## src/rtl/dvi_pkg.sv

```systemverilog
// rtl/dvi_pkg.sv - shared types and defaults for the DVI test-pattern path
package dvi_pkg;

    typedef enum logic [1:0] {
        ST_WAIT_LOCK = 2'd0,
        ST_WARMUP    = 2'd1,
        ST_RUN       = 2'd2
    } state_e;

    localparam int DEF_NUM_PATTERNS = 8;
    localparam int DEF_PAT_W        = 3;

endpackage

```

## src/rtl/vsync_edge_det.sv

```systemverilog
// rtl/vsync_edge_det.sv - vsync rising-edge detector producing a one-cycle frame boundary
module vsync_edge_det (
    input  logic i_clk,
    input  logic i_rst,
    input  logic i_vsync,
    output logic o_fb
);

    logic vs_q;
    logic vs_d;

    always_comb begin
        vs_d = i_vsync;
    end

    always_ff @(posedge i_clk) begin
        if (i_rst) begin
            vs_q <= 1'b0;
        end else begin
            vs_q <= vs_d;
        end
    end

    // Combinational against the registered copy so the boundary is seen in the rising cycle
    assign o_fb = i_vsync & ~vs_q;

endmodule

```

## src/rtl/dvi_pattern_sched.sv

```systemverilog
// rtl/dvi_pattern_sched.sv - lock gating, warmup blanking and frame-aligned pattern selection
module dvi_pattern_sched
    import dvi_pkg::*;
#(
    parameter int NUM_PATTERNS   = DEF_NUM_PATTERNS,
    parameter int PAT_W          = DEF_PAT_W,
    parameter int FRAMES_PER_PAT = 60,
    parameter int WARMUP_FRAMES  = 4
) (
    input  logic             i_clk,
    input  logic             i_rst,
    input  logic             i_locked,
    input  logic             i_vsync,
    input  logic             i_auto_en,
    input  logic             i_sel_req,
    input  logic [PAT_W-1:0] i_sel_pat,
    output logic [PAT_W-1:0] o_pattern,
    output logic             o_force_blank,
    output logic             o_link_up,
    output logic             o_sel_ack,
    output logic             o_sel_err
);

    localparam int WARM_W  = (WARMUP_FRAMES > 1) ? $clog2(WARMUP_FRAMES) : 1;
    localparam int DWELL_W = (FRAMES_PER_PAT > 1) ? $clog2(FRAMES_PER_PAT) : 1;
    localparam logic [WARM_W-1:0]  WARM_LAST  = WARM_W'(WARMUP_FRAMES - 1);
    localparam logic [DWELL_W-1:0] DWELL_LAST = DWELL_W'(FRAMES_PER_PAT - 1);
    localparam logic [PAT_W-1:0]   PAT_LAST   = PAT_W'(NUM_PATTERNS - 1);

    state_e               state_q, state_d;
    logic [WARM_W-1:0]    warm_cnt_q, warm_cnt_d;
    logic [DWELL_W-1:0]   dwell_cnt_q, dwell_cnt_d;
    logic [PAT_W-1:0]     pattern_q, pattern_d;
    logic                 pend_q, pend_d;
    logic [PAT_W-1:0]     pend_pat_q, pend_pat_d;
    logic                 wait_low_q, wait_low_d;
    logic                 sel_ack_q, sel_ack_d;
    logic                 sel_err_q, sel_err_d;

    logic fb;
    logic run_fb;
    logic pend_ok;
    logic apply;

    vsync_edge_det u_vsync_edge_det (
        .i_clk   (i_clk),
        .i_rst   (i_rst),
        .i_vsync (i_vsync),
        .o_fb    (fb)
    );

    always_ff @(posedge i_clk) begin
        if (i_rst) begin
            state_q     <= ST_WAIT_LOCK;
            warm_cnt_q  <= '0;
            dwell_cnt_q <= '0;
            pattern_q   <= '0;
            pend_q      <= 1'b0;
            pend_pat_q  <= '0;
            wait_low_q  <= 1'b0;
            sel_ack_q   <= 1'b0;
            sel_err_q   <= 1'b0;
        end else begin
            state_q     <= state_d;
            warm_cnt_q  <= warm_cnt_d;
            dwell_cnt_q <= dwell_cnt_d;
            pattern_q   <= pattern_d;
            pend_q      <= pend_d;
            pend_pat_q  <= pend_pat_d;
            wait_low_q  <= wait_low_d;
            sel_ack_q   <= sel_ack_d;
            sel_err_q   <= sel_err_d;
        end
    end

    // Loss of lock overrides every state, including a pending warmup exit
    always_comb begin
        state_d = state_q;
        if (!i_locked) begin
            state_d = ST_WAIT_LOCK;
        end else begin
            case (state_q)
                ST_WAIT_LOCK: state_d = ST_WARMUP;
                ST_WARMUP:    if (fb && (warm_cnt_q == WARM_LAST)) state_d = ST_RUN;
                default:      state_d = state_q;
            endcase
        end
    end

    always_comb begin
        run_fb  = i_locked && (state_q == ST_RUN) && fb;
        pend_ok = int'(pend_pat_q) < NUM_PATTERNS;
        apply   = run_fb && pend_q && pend_ok;

        warm_cnt_d = warm_cnt_q;
        if (state_q != ST_WARMUP) begin
            warm_cnt_d = '0;
        end else if (fb) begin
            warm_cnt_d = (warm_cnt_q == WARM_LAST) ? '0 : warm_cnt_q + WARM_W'(1);
        end

        // Dwell is held at zero outside RUN so every RUN entry starts a fresh dwell
        dwell_cnt_d = dwell_cnt_q;
        pattern_d   = pattern_q;
        if (state_q != ST_RUN) begin
            dwell_cnt_d = '0;
        end else if (apply) begin
            pattern_d   = pend_pat_q;
            dwell_cnt_d = '0;
        end else if (run_fb && i_auto_en) begin
            if (dwell_cnt_q == DWELL_LAST) begin
                dwell_cnt_d = '0;
                pattern_d   = (pattern_q == PAT_LAST) ? '0 : pattern_q + PAT_W'(1);
            end else begin
                dwell_cnt_d = dwell_cnt_q + DWELL_W'(1);
            end
        end

        sel_ack_d  = run_fb && pend_q;
        sel_err_d  = sel_ack_d && !pend_ok;
        pend_d     = pend_q;
        pend_pat_d = pend_pat_q;
        if (sel_ack_d) begin
            pend_d = 1'b0;
        end else if (i_sel_req && !pend_q && !sel_ack_q && !wait_low_q) begin
            pend_d     = 1'b1;
            pend_pat_d = i_sel_pat;
        end

        // A held request must drop for a cycle before it can be taken again
        wait_low_d = sel_ack_d ? 1'b1 : (i_sel_req ? wait_low_q : 1'b0);
    end

    always_comb begin
        o_pattern     = pattern_q;
        o_force_blank = (state_q != ST_RUN);
        o_link_up     = (state_q == ST_RUN);
        o_sel_ack     = sel_ack_q;
        o_sel_err     = sel_err_q;
    end

endmodule

```

## config.mk

```make
export PLATFORM = sky130hd
export DESIGN_NAME = dvi_pattern_sched
export DESIGN_NICKNAME = d
export VERILOG_FILES = /design/src/rtl/dvi_pkg.sv /design/src/rtl/vsync_edge_det.sv /design/src/rtl/dvi_pattern_sched.sv
export SDC_FILE = /design/constraint.sdc
export NUM_CORES = 1
export LEC_CHECK = 0
export ABC_CLOCK_PERIOD_IN_PS = 2100
export BUFFER_PORTS_ARGS = -buffer_cell sky130_fd_sc_hd__buf_2
export CORE_AREA = 10 10 63 65
export CTS_CLUSTER_SIZE = 25
export DETAILED_ROUTE_END_ITERATION = 10
export DIE_AREA = 0 0 73 75
export PLACE_DENSITY = 0.65
export SYNTH_ARGS = -nofsm -noshare
export SYNTH_HDL_FRONTEND = slang
export SYNTH_HIERARCHICAL = 1
export SYNTH_SLANG_ARGS = --single-unit
```

## constraint.sdc

```tcl
create_clock -name i_clk -period 2.1 [get_ports i_clk]
set_clock_uncertainty 0.15 [all_clocks]
set_input_delay 0.42 -clock i_clk [delete_from_list [all_inputs] [get_ports i_clk]]
set_output_delay 0.42 -clock i_clk [all_outputs]
set_load 0.05 [all_outputs]
```

==> metrics.json, run 1 <==
{
  "status": {
    "run_status": "completed"
  },
  "place": {
    "placedInstanceArea_um2": 1040,
    "port_buffers": 14,
    "pre_cts_slack_ns": 0.1328,
    "post-place-cells": 140,
    "finalWeightedCongestion": 0.7351,
    "dpl.hpwl_mm": 1.442
  },
  "cts": {
    "ctsResizeCount": 0,
    "worst_setup_hold_path_clk_slew_ns": 0.12,
    "clock_tree_from_tritoncts": "yes",
    "cts.htree.levels": 1,
    "postCtsSetupRepairBufs": 0,
    "clock_tree.root_cell": "sky130_fd_sc_hd__clkbuf_4",
    "clk-insertion-delay-late_ns": 0.30,
    "ctsLongestPathBuffers": 2,
    "cts_hold_buffers": 0,
    "cts_inserted_buffers": 3,
    "clkSinkCount": 20
  },
  "logic_synthesis": {
    "syn_nets": 108,
    "synth_seq_cells": 20,
    "post_synth_and_or_nand_nor_area_fraction_pct": 29.05,
    "synth-compound-area-share_pct": 8.784,
    "cell_taking_the_most_area_after_synthesis": "sky130_fd_sc_hd__dfxtp_1",
    "syn_area_um2": 925.9,
    "synthXorXnorAreaFrac_pct": 3.784,
    "yosys.area_share.adder_pct": 5.405,
    "library_cells_used_by_synthesis": 31,
    "post_synth_mux_area_share_pct": 6.486,
    "synthTopCellsByArea": "sky130_fd_sc_hd__dfxtp_1 (43%), sky130_fd_sc_hd__nor2_1 (6.9%), sky130_fd_sc_hd__mux2i_1 (6.5%)",
    "ys.warnings.count": 6,
    "synth.top_cell.area_share_pct": 43.24,
    "synth_top_family_by_area": "simple AND/OR/NAND/NOR gates",
    "syn-mean-instance-area_um2": 9.746,
    "sequential_area_share_after_synthesis_pct": 43.24,
    "post_synth_inst_count": 95
  },
  "worst_setup_path": {
    "worst_ep_arrival_time_ns": 1.30,
    "crit_slowest_cell": "sky130_fd_sc_hd__dfxtp_1",
    "critPathLaunchType": "flip-flop",
    "path_class": "reg2out",
    "critical-path-max-stage-delay_ns": 0.39,
    "cp_cell_sequence": "and2b_2 > inv_1 > buf_2",
    "timing.critical_path.required_ns": 1.53,
    "timing.critical_path.fanout_max": 5,
    "critical_path_capture_point_type": "primary output"
  },
  "hold_path": {
    "timing.hold.worst.class": "in2reg"
  },
  "global_routing": {
    "grt_pass1_wl_mm": 3.180,
    "grt_max_degree": 14,
    "grt_usage_pct": 7.278,
    "grt_antenna_before_repair": 0,
    "via_count_of_the_first_global_routing_pass": 712,
    "grt.overflow.total": 0
  },
  "timing": {
    "timing.final.hold_violations": 0,
    "slew_violations": 0,
    "rsz0062_at_grt": "false",
    "setup_violations": 0,
    "timing.setup.tns_ns": 0,
    "layout_min_cycle_time_ns": 1.869,
    "finalCritPeriodShare_pct": 88.98,
    "setup_ws_ns": 0.2314,
    "achievable_clock_frequency_mhz": 535.2
  },
  "layout": {
    "share_of_post_route_cells_with_drive_strength_above_1_pct": 24.78,
    "fin_nets": 127,
    "most_common_library_cell_in_the_layout_ignoring_fill_and_taps": "sky130_fd_sc_hd__dfxtp_1",
    "area.sequential_um2": 400.4,
    "mostFrequentLayoutCells": "sky130_fd_sc_hd__dfxtp_1 (20), sky130_fd_sc_hd__nor2_1 (17), sky130_fd_sc_hd__buf_2 (14)",
    "n_fill_cell": 287,
    "final_design_area_no_fill_um2": 1092,
    "number_of_diodes_added_for_antenna_fixing": 0,
    "final-instance-count-excl-fill": 144,
    "multi_input_area_um2": 500.5,
    "synth_to_layout_area_growth_pct": 17.97
  },
  "drt": {
    "first_pass_iters": 4,
    "post_drt_via_cell_ratio": 4.944,
    "drt_iter0_drc": 15,
    "antenna_violating_nets_post_route": 0,
    "drc": 0,
    "detail_route.wl_per_cell_um": 12.66,
    "routed_wl_mm": 1.823,
    "routed-via-count": 712
  },
  "floorplan": {
    "num_io_pins": 16,
    "row_count": 19,
    "fp.dieW_um": 73,
    "fp.dieH_um": 75,
    "start_util_pct": 34.16,
    "core_area_um2": 2710,
    "dieArea_um2": 5475
  },
  "pwr": {
    "design_power_total_w": 0.0007530,
    "p_switching_w": 0.0001503,
    "max-vdd-ir-drop_v": 0.0004185,
    "power_frac_clock_pct": 41.5,
    "internal_power_w": 0.0006027,
    "power_per_cell_area_nw_per_um2": 689.4,
    "pwr-share-seq_pct": 52.2,
    "comb_power_share_pct": 6.3,
    "net_switching_fraction_of_the_power_pct": 19.96,
    "leakage_nw": 0.4582
  },
  "job": {
    "cap_violations": 0
  }
}
-- area by class of cell --
| cell class | count | share of cell area [%] |
|---|---|---|
| clock inverters | 1 | 2.749 |
| repair buffers | 17 | 8.476 |
| clock buffers | 3 | 2.062 |
| inverters | 2 | 0.6873 |
| flip-flops and latches | 20 | 36.66 |
| well taps | 31 | 3.551 |
| multi-input cells | 70 | 45.82 |
-- registers in the layout, summed over array words and instances, names as in the netlist --
name	cells
state_q	2
o_pattern	3
warm_cnt_q	2
u_vsync_edge_det/vs_q	1
wait_low_q	1
pend_q	1
pend_pat_q	3
o_sel_ack	1
dwell_cnt_q	6
-- final timing paths --
path | startpoint | endpoint | slack, ns | cells after the start
worst max-delay path | state_q[0]$_SDFFE_PP0P_ | o_force_blank | 0.23 | 3
worst min-delay path | i_vsync | u_vsync_edge_det/vs_q$_SDFF_PP0_ | 0.19 | 2
worst max register to register | dwell_cnt_q[0]$_SDFFE_PP0P_ | o_pattern[0]$_SDFFE_PP0P_ | 0.26 | 5
worst min register to register | wait_low_q$_SDFFE_PP0P_ | wait_low_q$_SDFFE_PP0P_ | 0.32 | 2
-- stage by stage --
stage | utilization [%] | hold WS, ns
3_5_place_dp | 38.37 | 0.3060
5_1_grt | 40.30 | 0.1800
4_1_cts | 40.30 | 0.1872
2_1_floorplan | - | 0.2867
6_report | 40.30 | 0.1949
3_3_place_gp | 38.37 | 0.2946
-- layer usage --
layer / global-route usage (%) / vias up / share of wire, %
li1: - / 373 / -
met1: 8.485 / 326 / 48
met2: 11.65 / 11 / 46
met3: 1.971 / 2 / 3.9
met4: 4.430 / 0 / 1.2
met5: 0 / - / 0
-- cell families after synthesis --
logic type	after synthesis
other	1
AND/OR/NAND/NOR	44
buffers and inverters	5
multiplexers	6
flip-flops	20
XOR/XNOR	4
adder cells (fa/ha/maj)	4
AO/OA/AOI/OAI	11
-- critical path: cells and delay by family, from the launching register on --
kind / cells / cell delay [ns]
buffers and inverters: 2 / 0.34
AND/OR/NAND/NOR: 1 / 0.27
flip-flops: 1 / 0.39
-- synth_stat cells --
master,count
sky130_fd_sc_hd__nor3_1,4
sky130_fd_sc_hd__inv_1,2
sky130_fd_sc_hd__and2b_1,1
sky130_fd_sc_hd__nand4b_4,1
sky130_fd_sc_hd__mux2i_1,6
sky130_fd_sc_hd__a21oi_1,3
sky130_fd_sc_hd__nor4_4,1
sky130_fd_sc_hd__buf_4,2
sky130_fd_sc_hd__o21ai_0,2
sky130_fd_sc_hd__nand2b_1,4
sky130_fd_sc_hd__xnor2_1,3
sky130_fd_sc_hd__ha_1,4
sky130_fd_sc_hd__nor4b_1,1
sky130_fd_sc_hd__a311oi_2,1
sky130_fd_sc_hd__conb_1,1
sky130_fd_sc_hd__nor2b_4,2
sky130_fd_sc_hd__or2_2,1
sky130_fd_sc_hd__a311oi_1,2
sky130_fd_sc_hd__a311o_1,1
sky130_fd_sc_hd__nor2b_1,1
sky130_fd_sc_hd__clkbuf_1,1
sky130_fd_sc_hd__nand2_1,5
sky130_fd_sc_hd__a211oi_1,1
sky130_fd_sc_hd__xor2_1,1
sky130_fd_sc_hd__nand3_1,1
sky130_fd_sc_hd__dfxtp_1,20
sky130_fd_sc_hd__a31oi_1,1
sky130_fd_sc_hd__nor2_1,17
sky130_fd_sc_hd__nand3b_1,1
sky130_fd_sc_hd__or3b_1,1
sky130_fd_sc_hd__nand4_1,3
-- power groups by stage --
stage	Clock [W]	Combinational (W)	Sequential (W)
finish	0.000312	0.0000478	0.000393
global route	0.000338	0.0000529	0.000394
CTS	0.000321	0.0000482	0.000393
detailed placement	0	0.0000481	0.000402
global placement	0	0.0000470	0.000401
floorplan	0	0.0000331	0.000400
No activity file was read; power rests on OpenSTA's default activity.
==> run 2, diff against run 1 <==
--- a/config.mk
+++ b/config.mk
@@ -11,7 +11,7 @@
 export CTS_CLUSTER_SIZE = 25
 export DETAILED_ROUTE_END_ITERATION = 10
 export DIE_AREA = 0 0 73 75
-export PLACE_DENSITY = 0.65
+export PLACE_DENSITY = 0.56
 export SYNTH_ARGS = -nofsm -noshare
 export SYNTH_HDL_FRONTEND = slang
 export SYNTH_HIERARCHICAL = 1
==> metrics.json, run 2 (synthesis gave the netlist of run 1 again) <==
{
  "floorplan": {
    "dieArea": {"value": 5475, "unit": "um^2", "change": "unchanged"},
    "num_io_pins": {"value": 16, "change": "unchanged"},
    "core_area": {"value": 2710, "unit": "um^2", "change": "unchanged"},
    "fp.dieH": {"value": 75, "unit": "um", "change": "unchanged"},
    "fp.dieW": {"value": 73, "unit": "um", "change": "unchanged"},
    "start_util": {"value": 34.16, "unit": "%", "change": "unchanged"},
    "row_count": {"value": 19, "change": "unchanged"}
  },
  "layout": {
    "most_common_library_cell_in_the_layout_ignoring_fill_and_taps": "sky130_fd_sc_hd__dfxtp_1",
    "share_of_post_route_cells_with_drive_strength_above_1": {"value": 24.78, "unit": "%", "change": "unchanged"},
    "synth_to_layout_area_growth": {"value": 17.97, "unit": "%", "change": "unchanged"},
    "largest_register_ff_count": {"value": 6, "change": "unchanged"},
    "mostFrequentLayoutCells": "sky130_fd_sc_hd__dfxtp_1 (20), sky130_fd_sc_hd__nor2_1 (17), sky130_fd_sc_hd__buf_2 (14)",
    "fin_nets": {"value": 127, "change": "unchanged"},
    "number_of_diodes_added_for_antenna_fixing": {"value": 0, "change": "unchanged"},
    "n_fill_cell": {"value": 281, "change": "-2.1%"},
    "final-instance-count-excl-fill": {"value": 144, "change": "unchanged"},
    "registers.top_by_ff_count": "dwell_cnt_q"
  },
  "worst_setup_path": {
    "critPathLaunchType": "flip-flop",
    "path_class": "reg2out",
    "timing.critical_path.required": {"value": 1.53, "unit": "ns", "change": "about the same"},
    "worst_ep_arrival_time": {"value": 1.30, "unit": "ns", "change": "about the same"},
    "timing.critical_path.fanout_max": {"value": 5, "change": "unchanged"},
    "critical_path_capture_point_type": "primary output"
  },
  "global_routing": {
    "grt_usage": {"value": 6.970, "unit": "%", "change": "-0.31 points"},
    "grt.overflow.total": {"value": 0, "change": "unchanged"},
    "grt_max_degree": {"value": 14, "change": "unchanged"},
    "grt_antenna_before_repair": {"value": 0, "change": "unchanged"},
    "grt_pass1_wl": {"value": 2.980, "unit": "mm", "change": "-6.3%"},
    "via_count_of_the_first_global_routing_pass": {"value": 665, "change": "-6.6%"}
  },
  "pwr": {
    "leakage": {"value": 0.4582, "unit": "nW", "change": "unchanged"},
    "power_per_cell_area": {"value": 696.8, "unit": "nW/um^2", "change": "+1.1%"},
    "max-vdd-ir-drop": {"value": 0.0004966, "unit": "V", "change": "+19%"}
  },
  "cts": {
    "cts.htree.levels": {"value": 1, "change": "unchanged"},
    "ctsLongestPathBuffers": {"value": 2, "change": "unchanged"},
    "clkSinkCount": {"value": 20, "change": "unchanged"},
    "worst_setup_hold_path_clk_slew": {"value": 0.12, "unit": "ns", "change": "about the same"},
    "ctsResizeCount": {"value": 0, "change": "unchanged"},
    "clk-insertion-delay-late": {"value": 0.31, "unit": "ns", "change": "about the same"},
    "clock_tree.root_cell": "sky130_fd_sc_hd__clkbuf_4",
    "cts_hold_buffers": {"value": 0, "change": "unchanged"},
    "clock_tree_from_tritoncts": "yes",
    "cts_inserted_buffers": {"value": 3, "change": "unchanged"},
    "postCtsSetupRepairBufs": {"value": 0, "change": "unchanged"}
  },
  "place": {
    "port_buffers": {"value": 14, "change": "unchanged"},
    "dpl.hpwl": {"value": 1.352, "unit": "mm", "change": "-6.2%"},
    "post-place-cells": {"value": 140, "change": "unchanged"},
    "finalWeightedCongestion": {"value": 0.7093, "change": "-3.5%"}
  },
  "timing": {
    "finalCritPeriodShare": {"value": 89.28, "unit": "%", "change": "+0.30 points"},
    "layout_min_cycle_time": {"value": 1.875, "unit": "ns", "change": "+0.006296 ns"},
    "achievable_clock_frequency": {"value": 533.4, "unit": "MHz", "change": "-0.34%"},
    "timing.setup.tns": {"value": 0, "unit": "ns", "change": "unchanged"},
    "rsz0062_at_grt": "false",
    "slew_violations": {"value": 0, "change": "unchanged"},
    "timing.final.hold_violations": {"value": 0, "change": "unchanged"},
    "setup_violations": {"value": 0, "change": "unchanged"}
  },
  "drt": {
    "detail_route.wl_per_cell": {"value": 12.36, "unit": "um", "change": "-2.4%"},
    "antenna_violating_nets_post_route": {"value": 0, "change": "unchanged"},
    "drc": {"value": 0, "change": "unchanged"},
    "routed-via-count": {"value": 694, "change": "-2.5%"},
    "drt_iter0_drc": {"value": 32, "change": "+17"},
    "first_pass_iters": {"value": 4, "change": "unchanged"},
    "post_drt_via_cell_ratio": {"value": 4.819, "change": "-2.5%"},
    "routed_wl": {"value": 1.780, "unit": "mm", "change": "-2.4%"}
  },
  "hold_path": {
    "timing.hold.worst.class": "in2reg"
  },
  "status": {
    "run_status": "completed"
  },
  "job": {
    "cap_violations": {"value": 0, "change": "unchanged"}
  }
}
==> run 2: cell type report <==
| cell class | instances | area (um^2) | area share (%) |
|---|---|---|---|
| Tap cell | 31 | 38.79 | 3.551 |
| Clock inverter | 1 | 30.03 | 2.749 |
| Clock buffer | 3 | 22.52 | 2.062 |
| Timing Repair Buffer | 17 | 92.59 | 8.476 |
| Multi-Input combinational cell | 70 | 500.5 | 45.82 |
| Inverter | 2 | 7.507 | 0.6873 |
| Sequential cell | 20 | 400.4 | 36.66 |
==> run 2: worst max-delay path: stages (launching register included) <==
cell and delay, ns:
sky130_fd_sc_hd__dfxtp_1 0.39, sky130_fd_sc_hd__and2b_2 0.27, sky130_fd_sc_hd__inv_1 0.08, sky130_fd_sc_hd__buf_2 0.26
==> run 2: final timing paths <==
path                                                   from                          endpoint  slack (ns)  depth (start not counted)
worst min register to register      wait_low_q$_SDFFE_PP0P_           wait_low_q$_SDFFE_PP0P_        0.32                          2
worst max-delay path                state_q[0]$_SDFFE_PP0P_                     o_force_blank        0.23                          3
worst min-delay path                                i_vsync  u_vsync_edge_det/vs_q$_SDFF_PP0_        0.19                          2
worst max register to register  dwell_cnt_q[0]$_SDFFE_PP0P_         o_pattern[0]$_SDFFE_PP0P_        0.27                          5
==> run 2: layer usage <==
metal	global-route usage (%)	share of wire (%)	wire (um)	vias up
met5	0	0	0	-
met4	2.532	0.79	14	0
met3	3.811	7.0	124	2
met2	10.98	44	781	16
met1	7.768	48	860	311
li1	-	-	-	365
==> run 2: stage by stage <==
step / worst slack (ns) / power, W / area, um^2 / utilization [%] / hold slack, ns
floorplan: 0.07989 / 0.0004331 / 927.1 / - / 0.2867
global placement: 0.1688 / 0.0004485 / 1040 / 38.37 / 0.2932
detailed placement: 0.1361 / 0.0004495 / 1040 / 38.37 / 0.3043
CTS: 0.2076 / 0.0007726 / 1092 / 40.30 / 0.1771
global route: 0.1147 / 0.0007982 / 1092 / 40.30 / 0.1718
finish: 0.2251 / 0.0007611 / 1092 / 40.30 / 0.1854
==> run 2: power breakdown <==
group          switching [W]  total (W)  internal (W)
Sequential        0.00000596   0.000393      0.000387
Combinational      0.0000254  0.0000480     0.0000226
Clock               0.000127   0.000320      0.000193
Total               0.000158   0.000761      0.000603
==> run 3, diff against run 2 <==
--- a/config.mk
+++ b/config.mk
@@ -11,8 +11,7 @@
 export CTS_CLUSTER_SIZE = 25
 export DETAILED_ROUTE_END_ITERATION = 10
 export DIE_AREA = 0 0 73 75
-export PLACE_DENSITY = 0.56
+export PLACE_DENSITY_LB_ADDON = 0.1
 export SYNTH_ARGS = -nofsm -noshare
 export SYNTH_HDL_FRONTEND = slang
-export SYNTH_HIERARCHICAL = 1
 export SYNTH_SLANG_ARGS = --single-unit
==> metrics.json, run 3 <==
{
  "status": {
    "run_status": "completed"
  },
  "pwr": {
    "design_power_total": {"value": 0.0007525, "unit": "W", "change": "-1.1%"},
    "max-vdd-ir-drop": {"value": 0.0003797, "unit": "V", "change": "-24%"},
    "power_per_cell_area": {"value": 707.5, "unit": "nW/um^2", "change": "+1.5%"},
    "internal_power": {"value": 0.0005986, "unit": "W", "change": "-0.70%"},
    "pwr-share-seq": {"value": 52.4, "unit": "%", "change": "+0.7 points"},
    "leakage": {"value": 0.4897, "unit": "nW", "change": "+6.9%"},
    "p_switching": {"value": 0.0001538, "unit": "W", "change": "-2.8%"},
    "power_frac_clock": {"value": 41.9, "unit": "%", "change": "about the same"},
    "net_switching_fraction_of_the_power": {"value": 20.44, "unit": "%", "change": "-0.35 points"},
    "comb_power_share": {"value": 5.7, "unit": "%", "change": "-0.6 points"}
  },
  "global_routing": {
    "grt_antenna_before_repair": {"value": 0, "change": "unchanged"},
    "grt_usage": {"value": 7.280, "unit": "%", "change": "+0.31 points"},
    "grt.overflow.total": {"value": 0, "change": "unchanged"},
    "grt_pass1_wl": {"value": 3.201, "unit": "mm", "change": "+7.4%"},
    "via_count_of_the_first_global_routing_pass": {"value": 731, "change": "+9.9%"},
    "grt_max_degree": {"value": 13, "change": "-1"}
  },
  "logic_synthesis": {
    "library_cells_used_by_synthesis": {"value": 29, "change": "-6.5%"},
    "post_synth_inst_count": {"value": 100, "change": "+5.3%"},
    "cell_taking_the_most_area_after_synthesis": "sky130_fd_sc_hd__dfxtp_1",
    "synth_most_common_cell": "sky130_fd_sc_hd__dfxtp_1",
    "synth_edf_count": {"value": 0, "change": "unchanged"},
    "synthTopCellsByArea": "sky130_fd_sc_hd__dfxtp_1 (43%), sky130_fd_sc_hd__mux2i_1 (8.7%), sky130_fd_sc_hd__nor2_1 (6.5%)",
    "syn_area": {"value": 920.9, "unit": "um^2", "change": "-0.54%"},
    "synth.top_cell.area_share": {"value": 43.48, "unit": "%", "change": "+0.24 points"},
    "sequential_area_share_after_synthesis": {"value": 43.48, "unit": "%", "change": "+0.24 points"},
    "asyncSetResetFlopFracSynth": {"value": 0, "unit": "%", "change": "unchanged"},
    "syn_nets": {"value": 113, "change": "+4.6%"},
    "synth_seq_cells": {"value": 20, "change": "unchanged"},
    "yosys-top-cells-count": "sky130_fd_sc_hd__dfxtp_1 (20), sky130_fd_sc_hd__nor2_1 (16), sky130_fd_sc_hd__mux2i_1 (8), sky130_fd_sc_hd__a21oi_1 (6), sky130_fd_sc_hd__nand2_1 (6)",
    "ys.flop_type": "sky130_fd_sc_hd__dfxtp_1",
    "syn-mean-instance-area": {"value": 9.209, "unit": "um^2", "change": "-5.5%"},
    "ys.warnings.count": {"value": 0, "change": "-6"}
  },
  "worst_setup_path": {
    "cp_cell_sequence": "nand2b_1 > inv_1 > buf_2",
    "critical-path-max-stage-delay": {"value": 0.35, "unit": "ns", "change": "-0.04 ns"},
    "critical_path_cell_count": {"value": 3, "change": "unchanged"},
    "crit_slowest_cell": "sky130_fd_sc_hd__dfxtp_1",
    "path_class": "reg2out",
    "r2r_slack": {"value": 0.35, "unit": "ns", "change": "+0.08 ns"},
    "critPathLaunchType": "flip-flop",
    "rr_startpoint": "state_q[1]$_SDFFE_PP0P_",
    "critical_path_capture_point_type": "primary output",
    "critical_path_source": "state_q[0]$_SDFFE_PP0P_",
    "endpoint": "o_link_up",
    "worst_flop_to_flop_path_endpoint": "o_pattern[0]$_SDFFE_PP0P_",
    "timing.critical_path.required": {"value": 1.53, "unit": "ns", "change": "about the same"},
    "worst_ep_arrival_time": {"value": 1.23, "unit": "ns", "change": "-0.07 ns"},
    "worst-r2r-cell-count": {"value": 4, "change": "-1"},
    "critical_path_buf_inv_count": {"value": 2, "change": "unchanged"},
    "timing.critical_path.fanout_max": {"value": 4, "change": "-1"},
    "critPathTopFamily": "buffers and inverters"
  },
  "layout": {
    "area.sequential": {"value": 400.4, "unit": "um^2", "change": "unchanged"},
    "multi_input_area": {"value": 483.0, "unit": "um^2", "change": "-3.5%"},
    "mostFrequentLayoutCells": "sky130_fd_sc_hd__dfxtp_1 (20), sky130_fd_sc_hd__nor2_1 (16), sky130_fd_sc_hd__buf_2 (14)",
    "synth_to_layout_area_growth_pct": 15.49,
    "number_of_diodes_added_for_antenna_fixing": {"value": 0, "change": "unchanged"},
    "share_of_post_route_cells_with_drive_strength_above_1": {"value": 18.26, "unit": "%", "change": "-6.5 points"},
    "registers.top_by_ff_count": "dwell_cnt_q",
    "n_fill_cell": {"value": 288, "change": "+2.5%"},
    "most_common_library_cell_in_the_layout_ignoring_fill_and_taps": "sky130_fd_sc_hd__dfxtp_1",
    "largest_register_ff_count": {"value": 6, "change": "unchanged"},
    "fin_nets": {"value": 129, "change": "+1.6%"}
  },
  "timing": {
    "layout_min_cycle_time": {"value": 1.804, "unit": "ns", "change": "-0.07125 ns"},
    "setup_violations": {"value": 0, "change": "unchanged"},
    "timing.final.hold_violations": {"value": 0, "change": "unchanged"},
    "slew_violations": {"value": 0, "change": "unchanged"},
    "achievable_clock_frequency": {"value": 554.4, "unit": "MHz", "change": "+4.0%"},
    "worst_slew_pin_slew_ns": 0.6155,
    "timing.setup.tns": {"value": 0, "unit": "ns", "change": "unchanged"},
    "rsz0062_at_grt": "false",
    "finalCritPeriodShare": {"value": 85.89, "unit": "%", "change": "-3.4 points"},
    "worst_max_slew_margin_expressed_relative_to_the_limit_pct": 58.86
  },
  "floorplan": {
    "start_util": {"value": 33.98, "unit": "%", "change": "-0.18 points"},
    "core_area": {"value": 2710, "unit": "um^2", "change": "unchanged"},
    "fp.dieW": {"value": 73, "unit": "um", "change": "unchanged"},
    "num_io_pins": {"value": 16, "change": "unchanged"},
    "row_count": {"value": 19, "change": "unchanged"},
    "fp.dieH": {"value": 75, "unit": "um", "change": "unchanged"},
    "dieArea": {"value": 5475, "unit": "um^2", "change": "unchanged"}
  },
  "cts": {
    "ctsLongestPathBuffers": {"value": 2, "change": "unchanged"},
    "postCtsSetupRepairBufs": {"value": 0, "change": "unchanged"},
    "clock_tree.root_cell": "sky130_fd_sc_hd__clkbuf_4",
    "cts_hold_buffers": {"value": 0, "change": "unchanged"},
    "clk-insertion-delay-late": {"value": 0.30, "unit": "ns", "change": "about the same"},
    "clkSinkCount": {"value": 20, "change": "unchanged"},
    "ctsResizeCount": {"value": 0, "change": "unchanged"},
    "cts_inserted_buffers": {"value": 3, "change": "unchanged"},
    "cts.htree.levels": {"value": 1, "change": "unchanged"},
    "worst_setup_hold_path_clk_slew": {"value": 0.12, "unit": "ns", "change": "about the same"},
    "clock_tree_from_tritoncts": "yes"
  },
  "drt": {
    "routed-via-count": {"value": 757, "change": "+9.1%"},
    "antenna_violating_nets_post_route": {"value": 0, "change": "unchanged"},
    "drc": {"value": 0, "change": "unchanged"},
    "detail_route.wl_per_cell": {"value": 12.56, "unit": "um", "change": "+1.6%"},
    "wirelength_met1": {"value": 833, "unit": "um", "change": "-3.1%"},
    "routed_wl": {"value": 1.834, "unit": "mm", "change": "+3.0%"},
    "met2RoutedLength": {"value": 872, "unit": "um", "change": "+12%"},
    "routed.top_layer": "met4",
    "first_pass_iters": {"value": 4, "change": "unchanged"},
    "post_drt_via_cell_ratio": {"value": 5.185, "change": "+7.6%"},
    "drt_iter0_drc": {"value": 21, "change": "-34%"},
    "met3RoutedLength": {"value": 100, "unit": "um", "change": "-19%"}
  },
  "job": {
    "cap_violations": {"value": 0, "change": "unchanged"}
  },
  "place": {
    "port_buffers": {"value": 14, "change": "unchanged"},
    "finalWeightedCongestion": {"value": 0.7284, "change": "+2.7%"},
    "dpl.hpwl": {"value": 1.482, "unit": "mm", "change": "+9.6%"}
  },
  "hold_path": {
    "timing.hold.worst.class": "in2reg"
  }
}
## run 3: cell type report
class                           count  share of cell area [%]
Clock buffer                        3                   2.118
Clock inverter                      1                   2.824
Inverter                            5                   1.765
Multi-Input combinational cell     72                   45.41
Sequential cell                    20                   37.65
Tap cell                           31                   3.647
Timing Repair Buffer               14                   6.588
## run 3: power by group through the flow
stage / logic, W / clock network (W) / registers (W)
2_1_floorplan: 0.0000301 / 0 / 0.000401
6_report: 0.0000431 / 0.000315 / 0.000394
5_1_grt: 0.0000485 / 0.000346 / 0.000396
3_5_place_dp: 0.0000433 / 0 / 0.000403
3_3_place_gp: 0.0000429 / 0 / 0.000403
4_1_cts: 0.0000436 / 0.000325 / 0.000394
## run 3: cell families (layout without fill, tap and decap cells)
logic type                 count (synthesis)  in the layout  share of synthesized area [%]
muxes                                      8              8                          8.696
DFF                                       20             20                          43.48
and+or+nand+nor                           44             44                          25.81
other                                      1              1                         0.4072
AOI/OAI and AO/OA                         12             12                          9.239
adders and majority gates                  4              4                          5.435
xor gates and xnor gates                   3              3                          2.854
buffers and inverters                      8             23                          4.075
## run 3: metrics by stage
| step | util (%) | hold WS [ns] | worst slack [ns] | std cells | instance area [um^2] |
|---|---|---|---|---|---|
| after floorplan | - | 0.2982 | 0.2858 | 100 | 920.9 |
| after global placement | 37.30 | 0.3086 | 0.2536 | 142 | 1011 |
| after detailed placement | 37.30 | 0.3183 | 0.2184 | 142 | 1011 |
| after CTS | 39.24 | 0.1829 | 0.2804 | 146 | 1064 |
| after global routing | 39.24 | 0.1911 | 0.1895 | 146 | 1064 |
| final | 39.24 | 0.1902 | 0.2963 | 146 | 1064 |
## run 3: worst min path at each step
stage | start | slack [ns] | cells after the start | to
6_report | i_sel_pat[2] | 0.19 | 3 | pend_pat_q[2]$_SDFFE_PP0P_
4_1_cts | i_sel_pat[2] | 0.18 | 3 | pend_pat_q[2]$_SDFFE_PP0P_
5_1_grt | i_sel_pat[0] | 0.19 | 3 | pend_pat_q[0]$_SDFFE_PP0P_
2_1_floorplan | wait_low_q$_SDFFE_PP0P_ | 0.30 | 2 | wait_low_q$_SDFFE_PP0P_
3_3_place_gp | wait_low_q$_SDFFE_PP0P_ | 0.31 | 2 | wait_low_q$_SDFFE_PP0P_
3_5_place_dp | wait_low_q$_SDFFE_PP0P_ | 0.32 | 2 | wait_low_q$_SDFFE_PP0P_
## run 3: metal layers
layer / vias up / global-route usage, %
met4: 0 / 3.797
met1: 358 / 8.112
met2: 13 / 11.94
met3: 4 / 2.628
met5: - / 0
li1: 382 / -
## run 3: worst register-to-register path: cells and delay by family, from the launching register on
| kind | cells | cell delay, ns |
|---|---|---|
| compound gates | 1 | 0.23 |
| flops | 1 | 0.39 |
| simple gates | 3 | 0.92 |
